**src/rtl/fwd_hazard_ctrl.sv**
```systemverilog
// rtl/fwd_hazard_ctrl.sv - forwarding selects and load-use stall/bubble control
// Optional stall counter enabled by defining FWD_HAZARD_STALL_CNT_EN.
module fwd_hazard_ctrl #(
    parameter int REG_AW = 5,
    parameter int CNT_W  = 32
) (
    input  logic              clk,
    input  logic              reset,
    input  logic              id_valid,
    input  logic [REG_AW-1:0] id_rs,
    input  logic [REG_AW-1:0] id_rt,
    input  logic [REG_AW-1:0] id_rd,
    input  logic              id_uses_rs,
    input  logic              id_uses_rt,
    input  logic              id_regwrite,
    input  logic              id_memread,
    input  logic              ex_flush,
    output logic [1:0]        fwd_a,
    output logic [1:0]        fwd_b,
    output logic              pc_write,
    output logic              ifid_write,
    output logic              idex_bubble,
    output logic [CNT_W-1:0]  stall_cnt
);

    localparam logic [1:0] SEL_RF  = 2'b00;
    localparam logic [1:0] SEL_MEM = 2'b10;
    localparam logic [1:0] SEL_WB  = 2'b01;

    // The M-stage load flag and the W stage drive no output (the register file
    // is write-before-read), so only the state that matters is kept.
    logic [REG_AW-1:0] x_rd_q, m_rd_q;
    logic              x_rw_q, x_mr_q, m_rw_q;
    logic [1:0]        fwd_a_q, fwd_b_q, fwd_a_d, fwd_b_d;
    logic              stall, kill;

    function automatic logic [1:0] pick_src(
        input logic [REG_AW-1:0] src,
        input logic [REG_AW-1:0] xrd, input logic xrw,
        input logic [REG_AW-1:0] mrd, input logic mrw
    );
        if (xrw && xrd != '0 && xrd == src)
            return SEL_MEM;
        else if (mrw && mrd != '0 && mrd == src)
            return SEL_WB;
        else
            return SEL_RF;
    endfunction

    always_comb begin
        stall = !reset && id_valid && !ex_flush && x_mr_q && (x_rd_q != '0) &&
                ((id_uses_rs && x_rd_q == id_rs) || (id_uses_rt && x_rd_q == id_rt));
        kill  = reset || stall || ex_flush || !id_valid;
        fwd_a_d = SEL_RF;
        fwd_b_d = SEL_RF;
        if (!kill) begin
            fwd_a_d = pick_src(id_rs, x_rd_q, x_rw_q, m_rd_q, m_rw_q);
            fwd_b_d = pick_src(id_rt, x_rd_q, x_rw_q, m_rd_q, m_rw_q);
        end
    end

    always_ff @(posedge clk or posedge reset) begin
        if (reset) begin
            x_rd_q  <= '0;
            x_rw_q  <= 1'b0;
            x_mr_q  <= 1'b0;
            m_rd_q  <= '0;
            m_rw_q  <= 1'b0;
            fwd_a_q <= SEL_RF;
            fwd_b_q <= SEL_RF;
        end else begin
            m_rd_q  <= x_rd_q;
            m_rw_q  <= x_rw_q;
            x_rd_q  <= kill ? '0 : id_rd;
            x_rw_q  <= kill ? 1'b0 : id_regwrite;
            x_mr_q  <= kill ? 1'b0 : id_memread;
            fwd_a_q <= fwd_a_d;
            fwd_b_q <= fwd_b_d;
        end
    end

    assign fwd_a       = fwd_a_q;
    assign fwd_b       = fwd_b_q;
    assign pc_write    = !stall;
    assign ifid_write  = !stall;
    assign idex_bubble = kill;

`ifdef FWD_HAZARD_STALL_CNT_EN
    logic [CNT_W-1:0] stall_cnt_q;

    always_ff @(posedge clk or posedge reset) begin
        if (reset)
            stall_cnt_q <= '0;
        else if (stall && !(&stall_cnt_q))
            stall_cnt_q <= stall_cnt_q + 1'b1;
    end

    assign stall_cnt = stall_cnt_q;
`else
    assign stall_cnt = '0;
`endif

endmodule

```
**config.mk**
```make
export PLATFORM = sky130hd
export DESIGN_NAME = fwd_hazard_ctrl
export DESIGN_NICKNAME = d
export VERILOG_FILES = /design/src/rtl/fwd_hazard_ctrl.sv
export SDC_FILE = /design/constraint.sdc
export NUM_CORES = 1
export LEC_CHECK = 0
export ABC_AREA = 1
export BUFFER_PORTS_ARGS = -buffer_cell sky130_fd_sc_hd__buf_2
export CORE_MARGIN = 5
export CORE_UTILIZATION = 45
export CTS_CLUSTER_SIZE = 14
export DETAILED_ROUTE_END_ITERATION = 10
export HOLD_SLACK_MARGIN = 0.1
export PLACE_DENSITY = 0.78
export SLEW_MARGIN = 40
export SYNTH_ARGS = -nofsm -noshare
export SYNTH_HDL_FRONTEND = slang
export SYNTH_SLANG_ARGS = --single-unit
```
**constraint.sdc**
```tcl
create_clock -name clk -period 2.7 [get_ports clk]
set_clock_uncertainty 0.05 [all_clocks]
set_input_delay 0.27 -clock clk [delete_from_list [all_inputs] [get_ports clk]]
set_output_delay 0.27 -clock clk [all_outputs]
set_load 0.02 [all_outputs]
```
==> results.rst, run 1 <==
.. list-table::
   :header-rows: 1

   * - Metric
     - Value
   * - Status
     - complete, no violations
   * - Post-Syn Instances
     - 144
   * - Number of iterations in the first detailed-routing pass
     - 4
   * - Proportion of total power due to net switching
     - 30.6%
   * - Cell types with the highest counts after synthesis
     - buf_4, nand2_1, inv_1
   * - Final ANT Viol Nets
     - 0
   * - Sequential-to-total area share from yosys stat
     - 37.7%
   * - Effective utilization at floorplan
     - 46.3%
   * - Setup violators final
     - 0
   * - Io pins
     - 62
   * - Buffers and inverters on the worst path
     - 5
   * - Final Non-Filler Cells
     - 206
   * - Fill cell total of the finished layout
     - 244
   * - Final Power
     - 501 µW
   * - Synth top area cells
     - dfrtp_1, buf_4, nand2_1
   * - Total placed cells including tap cells
     - 201
   * - Int Power
     - 348 µW
   * - Gate power share
     - 21.3%
   * - Final Core Density
     - 49.8%
   * - Register clock-pin slew on the reported worst setup and hold paths
     - 90 ps
   * - Count of buffers inserted at the top-level ports
     - 29
   * - Areal power density over the cells
     - 414 mW/mm²
   * - Antenna violations before repair
     - 0
   * - Cell Chain, Critical Path
     - dlygate4sd3_1, buf_2, inv_1, buf_4, nand2_1, nor2_1, and3_1, nand2_2, nand2_2, buf_2
   * - Total clock sinks
     - 17
   * - Average size of a mapped cell
     - 7.83 µm²
   * - Startpoint types
     - input port
   * - Routability congestion estimate from global placement
     - 0.781
   * - Largest fanout of any net on the critical path
     - 18
   * - Count of flip-flops with a built-in enable after synthesis
     - 0
   * - TritonCTS clock tree
     - yes
   * - Number of synthesized register bits
     - 17
   * - Core Footprint
     - 0.00243 mm²
   * - Crit path max-delay cell type
     - dlygate4sd3_1
   * - Final wirelength
     - 2.00 mm
   * - Distinct cell type count after synthesis
     - 15
   * - Reported leakage power
     - 0.000726 µW
   * - Final Slew Violations
     - 0
   * - Vertical die dimension
     - 60.1 µm
   * - Hold Crit Class
     - in2reg
   * - Placement Rows
     - 18
   * - Setup total negative slack
     - 0 ps
   * - Most instantiated flip-flop cell in the synthesis netlist
     - dfrtp_1
   * - Post-detailed-route wirelength per cell
     - 9.70 µm
   * - 1st-iter DRT viols
     - 14
   * - Summed instance area of the synthesized netlist
     - 0.00113 mm²
   * - Total overflow reported by the global router
     - 0
   * - Maximum level of the CTS H-tree
     - 1
   * - Root Buffer
     - clkbuf_4
   * - Share of power burned in the clock network
     - 26.0%
   * - Worst ir drop on vdd
     - 0.287 mV
   * - Syn. warnings
     - 0
   * - Die width
     - 60.1 µm
   * - RSZ-0062 raised after global routing
     - no
   * - Residual DRC count
     - 0
   * - Number of inserted diodes
     - 0
   * - Fraction of synthesized cell area taken by the top area cell type
     - 37.7%
   * - Worst slack on hold paths
     - 127 ps
   * - Pin count of the biggest net entering global routing
     - 19
   * - Number of vias after detailed routing
     - 857
   * - Clk_lat worst skew
     - 290 ps
   * - Final critical-path share of the clock period
     - 88.3%
   * - Max-capacitance violation count
     - 0
   * - Stage delay of the slowest cell on the critical path
     - 530 ps
   * - Vias in the first global route
     - 759
   * - Number of buffers created by CTS
     - 3
   * - Area grow syn2layout
     - 7.44%
   * - Highest clock frequency the design can meet
     - 419 MHz
   * - Buffer depth of the longest clock path
     - 2
   * - Hold Path Origin
     - id_memread
   * - Area of the die
     - 0.00361 mm²
   * - Vias per cell
     - 4.16
   * - Reg-to-reg startpoint
     - x_rd_q[2]
   * - Crit. Startpoint
     - reset
   * - Most common cell in the netlist
     - buf_4
   * - Number of nets in the layout
     - 200
   * - Data arrival time of the critical path
     - 2060 ps
   * - Critical Setup Path Class
     - in2out
   * - Layout cells sized above 1
     - 19.9%
   * - First-pass GRT wire length
     - 3.04 mm
   * - Library cell occupying the most area in the post-synthesis netlist
     - dfrtp_1
   * - Fraction of synthesis flops using an asynchronous set or reset pin
     - 100%
   * - Kind of capture point of the worst setup path
     - output port
   * - Total net switching power
     - 153 µW
   * - Required time at the endpoint of the critical path
     - 2380 ps
   * - Final critical delay including setup and external delays
     - 2380 ps
   * - Kind of cell adding the most delay to the critical path
     - buffers and inverters
   * - GR Util All Layers
     - 11.4%
   * - Reg power frac
     - 52.7%
   * - Post-DP HPWL
     - 1.71 mm
   * - Final-report hold violation count
     - 0
## cell families (layout without fill, tap and decap cells)
| logic type | Yosys count | count (layout) | synth area share [%] |
|---|---|---|---|
| xor+xnor | 13 | 13 | 10.1 |
| compound gates | 1 | 1 | 0.444 |
| flops | 17 | 17 | 37.7 |
| buf+inv | 54 | 55 | 29.6 |
| simple gates | 58 | 58 | 21.8 |
| other cells | 1 | 32 | 0.333 |
## metrics by stage
stage / setup slack (ps) / instance area, µm²
3_5_place_dp: 857 / 1170
5_1_grt: 113 / 1210
4_1_cts: 308 / 1210
3_3_place_gp: 912 / 1170
2_1_floorplan: 958 / 1240
6_report: 316 / 1210
## state kept, by name, summed over array words and instances (netlist names)
name / flops
m_rd_q: 5
x_rd_q: 5
fwd_a: 2
fwd_b: 2
m_rw_q: 1
x_mr_q: 1
x_rw_q: 1
## layer usage
metal  vias to the layer above  global-route usage [%]  wire length [µm]
met3                         3                    3.67               345
li1                        431                       -                 -
met2                        55                    18.2               856
met1                       368                    14.0               773
met5                         -                       0                 0
met4                         0                    4.75                23
## worst min-delay path: stages
cell    delay (ps)
buf_2           90
inv_1           40
nor2_1          30
## power groups by stage
stage / Sequential (µW) / Clock (µW) / Combinational, µW
after floorplan: 268 / 0 / 113
after global placement: 269 / 0 / 104
after detailed placement: 269 / 0 / 105
after CTS: 264 / 135 / 106
after global routing: 265 / 144 / 120
final: 264 / 130 / 107
## path summary, 6_finish.rpt
| check | end | slack, ps | cells past startpoint |
|---|---|---|---|
| max | idex_bubble | 320 | 10 |
| min | x_mr_q | 130 | 3 |
| max reg2reg | fwd_a[0] | 1180 | 9 |
| min reg2reg | m_rw_q | 360 | 0 |
| max in group asynchronous | x_rd_q[0] | 1930 | 4 |
| min in group asynchronous | x_rw_q | 480 | 4 |
## layout by cell type (no fill, tap or decap)
cell,instances
inv_1,20
clkbuf_4,3
dlygate4sd3_1,1
dfrtp_1,17
buf_2,29
xnor2_1,10
nor2_1,18
and3_1,1
nand4_1,6
xor2_1,3
conb_1,32
nand2_1,27
buf_4,1
nand3_1,1
o21ai_0,1
nor3_1,3
clkbuf_1,1
nand2_2,2
## area by class of cell
cell class                      count  area, µm²  area share, %
Sequential cell                    17        425           35.1
Timing Repair Buffer               31        163           13.4
Inverter                           20       75.1           6.20
Tap cell                           30       37.5           3.10
Clock buffer                        4       26.3           2.17
Multi-Input combinational cell    104        484           40.0
## what timing repair did
action,CTS,global route
hold buffers,1,0
resized for setup,0,0
hold endpoints to repair,17,0
setup endpoints to repair,0,0
setup buffers,0,0
Note: power is estimated with default switching activity, not from simulation.
==> run 2: changes to the inputs <==
Settings changed: BUFFER_PORTS_ARGS -buffer_cell sky130_fd_sc_hd__buf_2 to -buffer_cell sky130_fd_sc_hd__clkbuf_2.
==> run 2 against run 1 <==
  * Register-to-register slack better by 30 ps
  * First-iteration DRC count is 120% higher
  * Design area is 0.10% higher
  * Flip-flop and latch count stayed put
  * Worst setup slack better by 34 ps
  * Global-route usage is 0.84 points lower
  * Utilization is 0.051 points higher
  * Critical path depth stayed put
  * Critical path type unchanged
==> results.rst, run 2 (synthesis gave the netlist of run 1 again) <==
.. list-table::
   :header-rows: 1

   * - Metric
     - Value
   * - Areal power density over the cells
     - 410 mW/mm² (was 414 mW/mm²)
   * - Reported leakage power
     - 0.000733 µW (was 0.000726 µW)
   * - Antenna violations before repair
     - 0 (unchanged)
   * - Max-capacitance violation count
     - 0 (unchanged)
   * - Number of buffers created by CTS
     - 3 (unchanged)
   * - Layout cells sized above 1
     - 20.5% (was 19.9%)
   * - Register clock-pin slew on the reported worst setup and hold paths
     - 90 ps (about the same)
   * - Worst-case setup margin in the final layout
     - 350 ps (was 316 ps)
   * - GR Util All Layers
     - 10.5% (was 11.4%)
   * - Final wirelength
     - 1.84 mm (was 2.00 mm)
   * - Total overflow reported by the global router
     - 0 (unchanged)
   * - Number of vias after detailed routing
     - 840 (was 857)
   * - Kind of capture point of the worst setup path
     - output port (unchanged)
   * - Root Buffer
     - clkbuf_4 (unchanged)
   * - Final critical-path share of the clock period
     - 87.0% (was 88.3%)
   * - Critical Setup Path Class
     - in2out (unchanged)
   * - Final Power
     - 497 µW (was 501 µW)
   * - Count of buffers inserted at the top-level ports
     - 29 (unchanged)
   * - Startpoint types
     - input port (unchanged)
   * - Placement Rows
     - 18 (unchanged)
   * - Final-report hold violation count
     - 0 (unchanged)
   * - Final Slew Violations
     - 0 (unchanged)
   * - Proportion of total power due to net switching
     - 30.5% (was 30.6%)
   * - Core Footprint
     - 0.00243 mm² (unchanged)
   * - Share of power burned in the clock network
     - 25.4% (was 26.0%)
   * - Status
     - complete, no violations (unchanged)
   * - Total net switching power
     - 152 µW (was 153 µW)
   * - Post-DP HPWL
     - 1.66 mm (was 1.71 mm)
   * - Effective utilization at floorplan
     - 46.3% (unchanged)
   * - Residual DRC count
     - 0 (unchanged)
   * - Area of the die
     - 0.00361 mm² (unchanged)
   * - Final ANT Viol Nets
     - 0 (unchanged)
   * - Total clock sinks
     - 17 (unchanged)
   * - Setup total negative slack
     - 0 ps (unchanged)
   * - Vias per cell
     - 4.08 (was 4.16)
   * - Reg power frac
     - 53.2% (was 52.7%)
   * - Largest fanout of any net on the critical path
     - 18 (unchanged)
   * - Buffer depth of the longest clock path
     - 2 (unchanged)
   * - Worst slack, placed
     - 876 ps (was 857 ps)
   * - Vias in the first global route
     - 714 (was 759)
   * - Io pins
     - 62 (unchanged)
   * - Number of setup buffers added after CTS
     - 0 (unchanged)
   * - Highest-count cells in the layout ignoring fill and taps
     - conb_1, clkbuf_2, nand2_1, inv_1, nor2_1 (was conb_1, buf_2, nand2_1, inv_1, nor2_1)
   * - Final critical delay including setup and external delays
     - 2350 ps (was 2380 ps)
   * - Area grow syn2layout
     - 7.55% (was 7.44%)
   * - Top Registers
     - m_rd_q x5, x_rd_q x5 (unchanged)
   * - Number of iterations in the first detailed-routing pass
     - 4 (unchanged)
   * - Maximum level of the CTS H-tree
     - 1 (unchanged)
   * - Setup violators final
     - 0 (unchanged)
   * - Routability congestion estimate from global placement
     - 0.781 (about the same)
   * - Worst ir drop on vdd
     - 0.318 mV (was 0.287 mV)
   * - Most common library cell in the layout ignoring fill and taps
     - conb_1 (unchanged)
   * - Final Core Density
     - 49.8% (about the same)
   * - Highest clock frequency the design can meet
     - 426 MHz (was 419 MHz)
   * - Pin count of the biggest net entering global routing
     - 19 (unchanged)
   * - Vertical die dimension
     - 60.1 µm (unchanged)
   * - Hold Crit Class
     - in2reg (unchanged)
   * - RSZ-0062 raised after global routing
     - no (unchanged)
   * - 1st-iter DRT viols
     - 31 (was 14)
   * - Gate power share
     - 21.4% (was 21.3%)
   * - Post-detailed-route wirelength per cell
     - 8.94 µm (was 9.70 µm)
   * - Number of nets in the layout
     - 200 (unchanged)
   * - TritonCTS clock tree
     - yes (unchanged)
   * - Int Power
     - 345 µW (was 348 µW)
   * - Clk_lat worst skew
     - 280 ps (was 290 ps)
   * - Required time at the endpoint of the critical path
     - 2380 ps (about the same)
   * - Number of inserted diodes
     - 0 (unchanged)
   * - Die width
     - 60.1 µm (unchanged)
   * - First-pass GRT wire length
     - 2.86 mm (was 3.04 mm)
   * - Data arrival time of the critical path
     - 2030 ps (was 2060 ps)
-- run 2: cell types whose count changed in the layout (fill, tap and decap cells not counted), sizes merged --
cell | previous run | this run
clkinv | 0 | 1
buf | 30 | 1
clkbuf | 4 | 32
-- run 2: routing by layer --
| layer | vias up | routed length (µm) | GRT usage, % |
|---|---|---|---|
| li1 | 431 | - | - |
| met1 | 353 | 731 | 13.3 |
| met2 | 54 | 786 | 17.4 |
| met3 | 2 | 313 | 2.59 |
| met4 | 0 | 9 | 3.80 |
| met5 | - | 0 | 0 |
-- run 2: metrics by stage --
stage | hold WS (ps) | cell area [µm²] | cells
floorplan | 154 | 1240 | 175
global placement | 219 | 1170 | 201
detailed placement | 218 | 1170 | 201
CTS | 115 | 1210 | 206
global route | 110 | 1210 | 206
finish | 119 | 1210 | 206
-- run 2: final timing paths --
check                           cells after the start     endpoint  slack (ps)  startpoint
worst max-delay path                               10  idex_bubble         350       reset
worst min-delay path                                3    x_rd_q[4]         120    id_rd[4]
worst max register to register                      9     fwd_b[0]        1210   x_rd_q[3]
worst min register to register                      0       m_rw_q         330      x_rw_q
max in group asynchronous                           4     fwd_a[0]        1960       reset
min in group asynchronous                           4    x_rd_q[4]         460       reset
-- run 2: area by class of cell --
type                            instances  area (µm²)
Tap cell                               30        37.5
Clock buffer                            3        22.5
Timing Repair Buffer                   31         163
Sequential cell                        17         425
Clock inverter                          1        5.00
Multi-Input combinational cell        104         484
Fill cell                             230        1220
Inverter                               20        75.1
-- run 2: power groups by stage --
stage               sequential (µW)  combinational (µW)  clock [µW]
global placement                269                 104           0
CTS                             264                 106         130
floorplan                       268                 113           0
global route                    265                 121         139
finish                          264                 106         126
detailed placement              269                 105           0
-- run 2: repair_timing --
item | in CTS | in global routing
endpoints found under the hold margin | 17 | 0
hold buffers | 1 | 0
resized for setup | 0 | 0
-- run 2: critical path, cell delays in order --
cell	delay [ps]
dlygate4sd3_1	530
clkbuf_2	100
inv_1	40
buf_4	230
nand2_1	70
nor2_1	140
and3_1	190
nand2_2	70
nand2_2	180
clkbuf_2	210
